`config.mk`:
```
export PLATFORM = sky130hd
export DESIGN_NAME = spi_param_regs_flat
export DESIGN_NICKNAME = d
export VERILOG_FILES = /design/src/rtl/spi_param_regs_if.sv /design/src/rtl/spi_param_regs.sv /design/src/flat_wrapper.sv
export SDC_FILE = /design/constraint.sdc
export NUM_CORES = 1
export LEC_CHECK = 0
export BUFFER_PORTS_ARGS = -buffer_cell sky130_fd_sc_hd__buf_2
export CORE_MARGIN = 5
export CORE_UTILIZATION = 46
export CTS_BUF_LIST = sky130_fd_sc_hd__clkbuf_16
export DETAILED_ROUTE_END_ITERATION = 7
export GPL_ROUTABILITY_DRIVEN = 0
export PLACE_DENSITY = 0.85
export SETUP_SLACK_MARGIN = 0.2
export SYNTH_ARGS = -nofsm -noshare
export SYNTH_HDL_FRONTEND = slang
export SYNTH_SLANG_ARGS = --single-unit
```
`constraint.sdc`:
```
create_clock -name clk -period 1.7 [get_ports clk]
set_input_delay 0.085 -clock clk [delete_from_list [all_inputs] [get_ports clk]]
set_output_delay 0.085 -clock clk [all_outputs]
set_load 0.1 [all_outputs]
```
`src/rtl/spi_param_regs_if.sv`:
```
// spi_param_regs_if: signal bundle between the SPI front end and the parameter register file.
//   master : drives cs, sck and frame. Observes kp, ki, kd, setpoint, update and frame_err.
//   slave  : the register file. Observes cs, sck and frame. Drives the register outputs and pulses.
//   cs     : raw SPI chip select, active low
//   sck    : raw SPI clock
//   frame  : shifter output word {addr, data}
interface spi_param_regs_if #(
  parameter int unsigned FRAME_BITS = 16,
  parameter int unsigned REG_W      = 8
);
  logic                  cs;
  logic                  sck;
  logic [FRAME_BITS-1:0] frame;
  logic [REG_W-1:0]      kp;
  logic [REG_W-1:0]      ki;
  logic [REG_W-1:0]      kd;
  logic [REG_W-1:0]      setpoint;
  logic                  update;
  logic                  frame_err;

  modport master (
    output cs, sck, frame,
    input  kp, ki, kd, setpoint, update, frame_err
  );

  modport slave (
    input  cs, sck, frame,
    output kp, ki, kd, setpoint, update, frame_err
  );
endinterface

```
`src/rtl/spi_param_regs.sv`:
```
// spi_param_regs: SPI frame decoder and PID parameter register file.
//   Synchronizes raw cs/sck, counts sck falling edges inside each cs-low window and, once cs
//   rises, checks the frame length and decodes the shifter word as {addr, data}. A good frame
//   writes data into register addr (0=kp, 1=ki, 2=kd, 3=setpoint) and pulses update. A bad
//   frame (wrong length or address out of range) pulses frame_err instead.
// Ports:
//   clk   : system clock
//   reset : asynchronous, active-low reset
//   bus   : spi_param_regs_if slave (cs, sck, frame in; kp, ki, kd, setpoint, update,
//           frame_err out)
// Configuration macro: SPI_PARAM_SHADOW_EN
//   When it is defined, writes land in shadow registers. A frame whose addr is all ones copies
//   every shadow to the outputs at once and pulses update.
//   When it is undefined, writes go straight to the outputs and an all-ones addr is an error.
module spi_param_regs #(
  parameter int unsigned FRAME_BITS = 16,
  parameter int unsigned REG_W      = 8,
  parameter int unsigned NREGS      = 4
) (
  input logic             clk,
  input logic             reset,
  spi_param_regs_if.slave bus
);

  localparam int unsigned ADDR_W = FRAME_BITS - REG_W;
  localparam int unsigned CNT_W  = $clog2(FRAME_BITS + 2);
  localparam logic [CNT_W-1:0] CntFull = CNT_W'(FRAME_BITS);
  localparam logic [CNT_W-1:0] CntSat  = CNT_W'(FRAME_BITS + 1);

  typedef enum logic [1:0] {StIdle, StActive, StCheck} state_e;

  // [0] is the metastability stage, [1] is the synchronized value
  logic [1:0]       r_cs_sync;
  logic [1:0]       r_sck_sync;
  logic             r_cs_prev;
  logic             r_sck_prev;
  logic [CNT_W-1:0] r_bit_cnt;
  state_e           r_state;
  logic             r_fall_pend;
  logic             r_update;
  logic             r_frame_err;
  logic [REG_W-1:0] r_regs [NREGS];
`ifdef SPI_PARAM_SHADOW_EN
  logic [REG_W-1:0] r_shadow [NREGS];
`endif

  logic              w_cs_s;
  logic              w_sck_s;
  logic              w_cs_fall;
  logic              w_cs_rise;
  logic              w_sck_fall;
  logic [ADDR_W-1:0] w_addr;
  logic [31:0]       w_addr_ext;
  logic [REG_W-1:0]  w_data;
  logic              w_len_ok;
  logic              w_addr_in;

  assign w_cs_s     = r_cs_sync[1];
  assign w_sck_s    = r_sck_sync[1];
  assign w_cs_fall  = ~w_cs_s & r_cs_prev;
  assign w_cs_rise  = w_cs_s & ~r_cs_prev;
  assign w_sck_fall = ~w_sck_s & r_sck_prev;

  assign w_addr     = bus.frame[FRAME_BITS-1:REG_W];
  assign w_addr_ext = 32'(w_addr);
  assign w_data     = bus.frame[REG_W-1:0];
  assign w_len_ok   = (r_bit_cnt == CntFull);
  assign w_addr_in  = (w_addr_ext < NREGS);

  // cs idles high and sck idles low, so the reset values create no edge.
  always_ff @(posedge clk or negedge reset) begin
    if (!reset) begin
      r_cs_sync  <= 2'b11;
      r_sck_sync <= 2'b00;
      r_cs_prev  <= 1'b1;
      r_sck_prev <= 1'b0;
    end else begin
      r_cs_sync  <= {r_cs_sync[0], bus.cs};
      r_sck_sync <= {r_sck_sync[0], bus.sck};
      r_cs_prev  <= w_cs_s;
      r_sck_prev <= w_sck_s;
    end
  end

  // Saturating at FRAME_BITS+1 keeps an overlong frame distinct from a full one.
  always_ff @(posedge clk or negedge reset) begin
    if (!reset) begin
      r_bit_cnt <= '0;
    end else if (w_cs_fall) begin
      r_bit_cnt <= '0;
    end else if (w_sck_fall && !w_cs_s && (r_bit_cnt != CntSat)) begin
      r_bit_cnt <= r_bit_cnt + 1'b1;
    end
  end

  always_ff @(posedge clk or negedge reset) begin
    if (!reset) begin
      r_state     <= StIdle;
      r_fall_pend <= 1'b0;
      r_update    <= 1'b0;
      r_frame_err <= 1'b0;
      for (int unsigned i = 0; i < NREGS; i++) begin
        r_regs[i] <= '0;
`ifdef SPI_PARAM_SHADOW_EN
        r_shadow[i] <= '0;
`endif
      end
    end else begin
      r_update    <= 1'b0;
      r_frame_err <= 1'b0;
      unique case (r_state)
        StIdle: begin
          // A fall seen during CHECK was parked in r_fall_pend so the next frame is kept.
          if (w_cs_fall || r_fall_pend) begin
            r_state     <= StActive;
            r_fall_pend <= 1'b0;
          end
        end
        StActive: begin
          if (w_cs_rise) begin
            r_state <= StCheck;
          end
        end
        StCheck: begin
          r_state     <= StIdle;
          r_fall_pend <= w_cs_fall;
`ifdef SPI_PARAM_SHADOW_EN
          if (w_len_ok && (&w_addr)) begin
            r_regs   <= r_shadow;
            r_update <= 1'b1;
          end else if (w_len_ok && w_addr_in) begin
            for (int unsigned i = 0; i < NREGS; i++) begin
              if (w_addr_ext == i) begin
                r_shadow[i] <= w_data;
              end
            end
          end else begin
            r_frame_err <= 1'b1;
          end
`else
          if (w_len_ok && w_addr_in) begin
            for (int unsigned i = 0; i < NREGS; i++) begin
              if (w_addr_ext == i) begin
                r_regs[i] <= w_data;
              end
            end
            r_update <= 1'b1;
          end else begin
            r_frame_err <= 1'b1;
          end
`endif
        end
        default: begin
          r_state <= StIdle;
        end
      endcase
    end
  end

  assign bus.kp        = r_regs[0];
  assign bus.ki        = r_regs[1];
  assign bus.kd        = r_regs[2];
  assign bus.setpoint  = r_regs[3];
  assign bus.update    = r_update;
  assign bus.frame_err = r_frame_err;

endmodule

```
`src/flat_wrapper.sv`:
```
// flat-port wrapper written by rule: the top's interface ports become plain ports
module spi_param_regs_flat 
#(
  parameter int unsigned FRAME_BITS = 16,
  parameter int unsigned REG_W      = 8,
  parameter int unsigned NREGS      = 4
)
  (clk, reset, bus_cs, bus_sck, bus_frame, bus_kp, bus_ki, bus_kd, bus_setpoint, bus_update, bus_frame_err);
  spi_param_regs_if #(.FRAME_BITS(FRAME_BITS), .REG_W(REG_W)) bus_i ();
  input logic clk;
  input logic reset;
  input wire logic [$bits(bus_i.cs)-1:0] bus_cs;
  input wire logic [$bits(bus_i.sck)-1:0] bus_sck;
  input wire logic [$bits(bus_i.frame)-1:0] bus_frame;
  output wire logic [$bits(bus_i.kp)-1:0] bus_kp;
  output wire logic [$bits(bus_i.ki)-1:0] bus_ki;
  output wire logic [$bits(bus_i.kd)-1:0] bus_kd;
  output wire logic [$bits(bus_i.setpoint)-1:0] bus_setpoint;
  output wire logic [$bits(bus_i.update)-1:0] bus_update;
  output wire logic [$bits(bus_i.frame_err)-1:0] bus_frame_err;
  assign bus_i.cs = bus_cs;
  assign bus_i.sck = bus_sck;
  assign bus_i.frame = bus_frame;
  assign bus_kp = bus_i.kp;
  assign bus_ki = bus_i.ki;
  assign bus_kd = bus_i.kd;
  assign bus_setpoint = bus_i.setpoint;
  assign bus_update = bus_i.update;
  assign bus_frame_err = bus_i.frame_err;
  spi_param_regs #(.FRAME_BITS(FRAME_BITS), .REG_W(REG_W), .NREGS(NREGS)) u_core (.clk(clk), .reset(reset), .bus(bus_i));
endmodule
```
* Word level (Yosys, flattened, before mapping)
Index checks and enable logic that the tools add are counted.
Widths: inputs -> output; s select.
** Operators by class
- $add $sub $neg :: 1
- Order comparisons :: 1
- Eq/ne operators :: 9
- Muxes and demuxes :: 11
- Bitwise operators :: 6
- Reduce and logical (&&, ||, !) cells :: 15
** Operators with widths (number)
- $logic_not 32->1 :: 1
- $eq 8x2->1 const B :: 2
- $reduce_and 3->1 :: 4
- $mux 5 :: 2
- $eq 8x1->1 const B :: 1
- $lt 8x3->1 const B :: 1
- $add 5x1->5 const B :: 1
- $eq 5x5->1 const B :: 1
- $mux 1 :: 5
- $ne 5x5->1 const B :: 1
- $mux 2 :: 2
- $ne 2x1->1 const B :: 2
- $pmux 2 s2 :: 1
- $reduce_and 2->1 :: 2
- $reduce_bool 2->1 :: 2
- $and 1x1->1 :: 3
- $logic_and 1x1->1 :: 3
- $not 1->1 :: 3
- $eq 2x1->1 const B :: 1
- $eq 2x2->1 const B :: 1
- $logic_not 2->1 :: 1
- $pmux 1 s2 :: 1
- $logic_not 1->1 :: 1
- $logic_or 1x1->1 :: 1
** Word-level totals
- Register bits after elaboration :: 48
- Bits of input ports :: 20
- Output and inout bits :: 34
- Logic and storage cells :: 56

* Longest topological paths before layout
- Depth after elaboration :: 6
- Depth in mapped cells :: 6
- Mapped depth without buffers :: 5

* Worst setup path after synthesis
Ideal clock, no wire load.
- Path kind :: register to register
- From :: register u_core.r_bit_cnt[0]
- To :: register u_core.r_regs (netlist bit u_core.bus.ki[1])
- Library setup time :: 125 ps
- Data arrival time :: 1639 ps
- Required time :: 1575 ps
- Setup slack :: -65 ps
- Stages on the path, launching flop included :: 7
- Path buffers :: 1
- Period minus slack after synthesis :: 1765 ps
- Cells stage by stage :: dfrtp_1 > inv_1 > ha_1 > nor4b_4 > and4_1 > buf_4 > mux2_2
** On the way
- Word-level cells in the longest chain between the ends :: 3
** RTL lines
- start, declared :: line spi_param_regs.sv:37 : logic [CNT_W-1:0] r_bit_cnt;
- start signal, assigned :: line spi_param_regs.sv:92 : r_bit_cnt <= r_bit_cnt + 1'b1;
- $eq 5x5->1 :: line spi_param_regs.sv:67 : assign w_len_ok = (r_bit_cnt == CntFull);
- $logic_and 1x1->1 :: line spi_param_regs.sv:141 : if (w_len_ok && w_addr_in) begin
- $reduce_and 3->1 (no line)
- end signal, assigned by index :: line spi_param_regs.sv:144 : r_regs[i] <= w_data;
- end, declared :: line spi_param_regs.sv:42 : logic [REG_W-1:0] r_regs [NREGS];
No other way between the ends.
A chain may end at the register's enable or synchronous reset.

* Final worst setup path
- From :: register u_core.r_bit_cnt[0]
- To :: register u_core.r_regs (netlist bit u_core.bus.ki[7])
The elaborated chain is that of the path after synthesis.

==> flow_summary.json <==
{
  "initial_utilization_pct": 48.3,
  "ys_top_cells_by_area": "dfrtp_1, mux2_2, dfstp_2",
  "start_kind": "register",
  "io_pins": 54,
  "die-area_mm2": 0.00566,
  "finalCritPeriodShare_pct": 102,
  "grt_pass1_vias": 1471,
  "yosysMostFrequentCell": "dfrtp_1",
  "area_growth_pct": 38.5,
  "seq_area_frac_synth_pct": 61.5,
  "avgSynthCellArea_um2": 14.8,
  "final_area_mm2": 0.00271,
  "synth-seq-cells": 48,
  "status": "finished, violations left",
  "core_mm2": 0.00406,
  "max-cap-violations": 0,
  "drc": 0,
  "crit_type": "reg2reg",
  "wl_per_cell_um": 17.6,
  "dieHeight_um": 75.3,
  "cts_tree": "yes",
  "endpoint_kind": "register",
  "p_leak_uw": 0.00144,
  "worstPathArrival_ps": 1890,
  "wl_um": 4540,
  "io_buffers": 53,
  "fin_cells": 258,
  "worst_pin_slew_ps": 498,
  "cts_made_buffers": 5,
  "viasPerCell": 5.30,
  "synth_top_area_share_pct": 57.5,
  "dominantRegCellSynth": "dfrtp_1",
  "h-tree-depth": 2,
  "syn-instance-count": 132,
  "ant_nets": 0,
  "nets": 230,
  "hold_viol_final": 0,
  "rsz0062_at_grt": "true",
  "max_freq_mhz": 579,
  "clk_latency_ps": 280,
  "drtIter0Drc": 63,
  "root_buffer": "clkbuf_16",
  "setup_ws_ps": -27.5,
  "layout-drive-gt1-share_pct": 59.6,
  "clockBufferDepth": 2,
  "antenna_found_initial": 0,
  "synth_common_cells": "dfrtp_1, mux2_2, o21ai_0",
  "synth-edff-count": 0,
  "vias": 1368,
  "cp_max_fo": 8,
  "gr-usage-all-layers_pct": 17.7,
  "dpl_cell_area_mm2": 0.00239,
  "dp.cells": 244,
  "dp_hpwl_um": 3050,
  "setup_violations": 8,
  "grt_overflow": 0,
  "vdd_drop_max_v": 0.000737,
  "grt_pass1_wl_um": 7250,
  "setup_tns_ps": -168,
  "final.setup_skew_ps": 2.55,
  "synth_area_leader_cell": "dfrtp_1",
  "grt_max_degree": 41,
  "power.density_mw_per_mm2": 865,
  "worstPathRequired_ps": 1860,
  "violations": "negative setup slack",
  "period_needed_ps": 1730,
  "row_count": 23,
  "dr.pass1.iters": 4,
  "synth_cell_type_count": 30,
  "cts_sinks": 48,
  "syn_area_mm2": 0.00196,
  "clkTransAtPathRegs_ps": 60,
  "hold_ws_ps": 81.7,
  "synth_warnings": 0,
  "hold_class": "in2reg",
  "die_w_um": 75.3,
  "synthArstFlopShare_pct": 100,
  "antenna_cells": 0,
  "slew_viol_final": 0,
  "synth_fp_nets": 155,
  "slew_headroom_pct": 66.6
}
==> worst paths after layout <==
kind,startpoint,endpoint,slack [ps],cells after the start
hold reg to reg,u_core.r_sck_sync[0]$_DFF_PN0_,u_core.r_sck_sync[1]$_DFF_PN0_,360,0
setup / recovery,u_core.r_bit_cnt[0]$_DFFE_PN0P_,u_core.bus.ki[7]$_DFFE_PN0P_,-30,6
hold / removal,bus_frame[6],u_core.bus.setpoint[6]$_DFFE_PN0P_,80,2
min in group asynchronous,reset,u_core.bus.kp[5]$_DFFE_PN0P_,230,2
max in group asynchronous,reset,u_core.r_cs_prev$_DFF_PN1_,950,3
setup reg to reg,u_core.r_bit_cnt[0]$_DFFE_PN0P_,u_core.bus.ki[7]$_DFFE_PN0P_,-30,6
==> layout by cell type, fill, tap and decap left out, types with 2 or more instances in the layout <==
| cell type | instances |
|---|---|
| buf_2 | 53 |
| dfrtp_1 | 45 |
| mux2_2 | 23 |
| mux2_4 | 9 |
| buf_4 | 8 |
| o21ai_0 | 6 |
| clkbuf_16 | 5 |
| a21oi_1 | 4 |
| nand3_1 | 3 |
| nand4_4 | 3 |
| nand2_1 | 3 |
| dlygate4sd3_1 | 3 |
| buf_12 | 3 |
| dfstp_2 | 3 |
| inv_2 | 2 |
| nand2b_1 | 2 |
| nor2_1 | 2 |
| nor2b_1 | 2 |
| nand4bb_1 | 2 |
| or3_1 | 2 |
| ha_4 | 2 |
| clkinv_2 | 2 |
| buf_6 | 2 |
==> routing by layer <==
metal | track usage [%] | vias to the layer above | share of wire, % | routed length (µm)
met4 | 6.21 | 0 | 0.77 | 35
met1 | 22.9 | 687 | 43 | 1940
met2 | 28.3 | 39 | 51 | 2310
li1 | - | 637 | - | -
met3 | 5.21 | 5 | 5.7 | 260
met5 | 0 | - | 0 | 0
==> worst max-delay path, stage by stage (launching register included) <==
cell and delay, ps:
dfrtp_1 380, inv_2 80, ha_4 130, nor4b_4 260, and4_1 270, buf_6 180
mux2_4 320
==> sequential cells by signal, summed over array words and instances, names as in the netlist <==
name	cells
u_core.bus.frame_err	1
u_core.bus.kd	8
u_core.bus.ki	8
u_core.bus.kp	8
u_core.bus.setpoint	8
u_core.bus.update	1
u_core.r_bit_cnt	5
u_core.r_cs_prev	1
u_core.r_cs_sync	2
u_core.r_fall_pend	1
u_core.r_sck_prev	1
u_core.r_sck_sync	2
u_core.r_state	2
==> metrics by stage <==
step           power, µW  util (%)  setup slack [ps]
2_1_floorplan       1310         -             -50.5
3_3_place_gp        1400      59.0              18.4
3_5_place_dp        1410      59.0             -68.3
4_1_cts             2360      65.7              8.93
5_1_grt             2450      66.9             -84.4
6_report            2350      66.9             -27.5
==> layout make-up <==
cell class,count,area (µm²)
fill,278,1340
sequential,48,1200
multi-input combinational,80,858
timing repair buffer,69,438
clock buffer,5,125
tap,50,62.6
clock inverter,3,13.8
inverter,3,11.3
==> cell families after synthesis <==
family,share of synthesized area (%)
adder cells (fa/ha/maj),1.92
buffers and inverters,0.958
flip-flops,61.5
multiplexers,18.4
AND/OR/NAND/NOR,13.7
AO/OA/AOI/OAI,3.58
==> timing repair <==
| item | 4_1_cts | 5_1_grt |
|---|---|---|
| endpoints found under the hold margin | 48 | 0 |
| pin swaps | 6 | 2 |
| hold buffers | 3 | 0 |
| endpoints found under the setup margin | 33 | 35 |
| resized for setup | 20 | 7 |
| buffers inserted | 2 | 1 |
==> report_power, final <==
part	internal [µW]	total [µW]	switching (µW)
registers	1180	1220	45.9
clock network	534	919	385
logic	95.4	208	113
total	1810	2350	543
(Power assumes the default switching activity.)
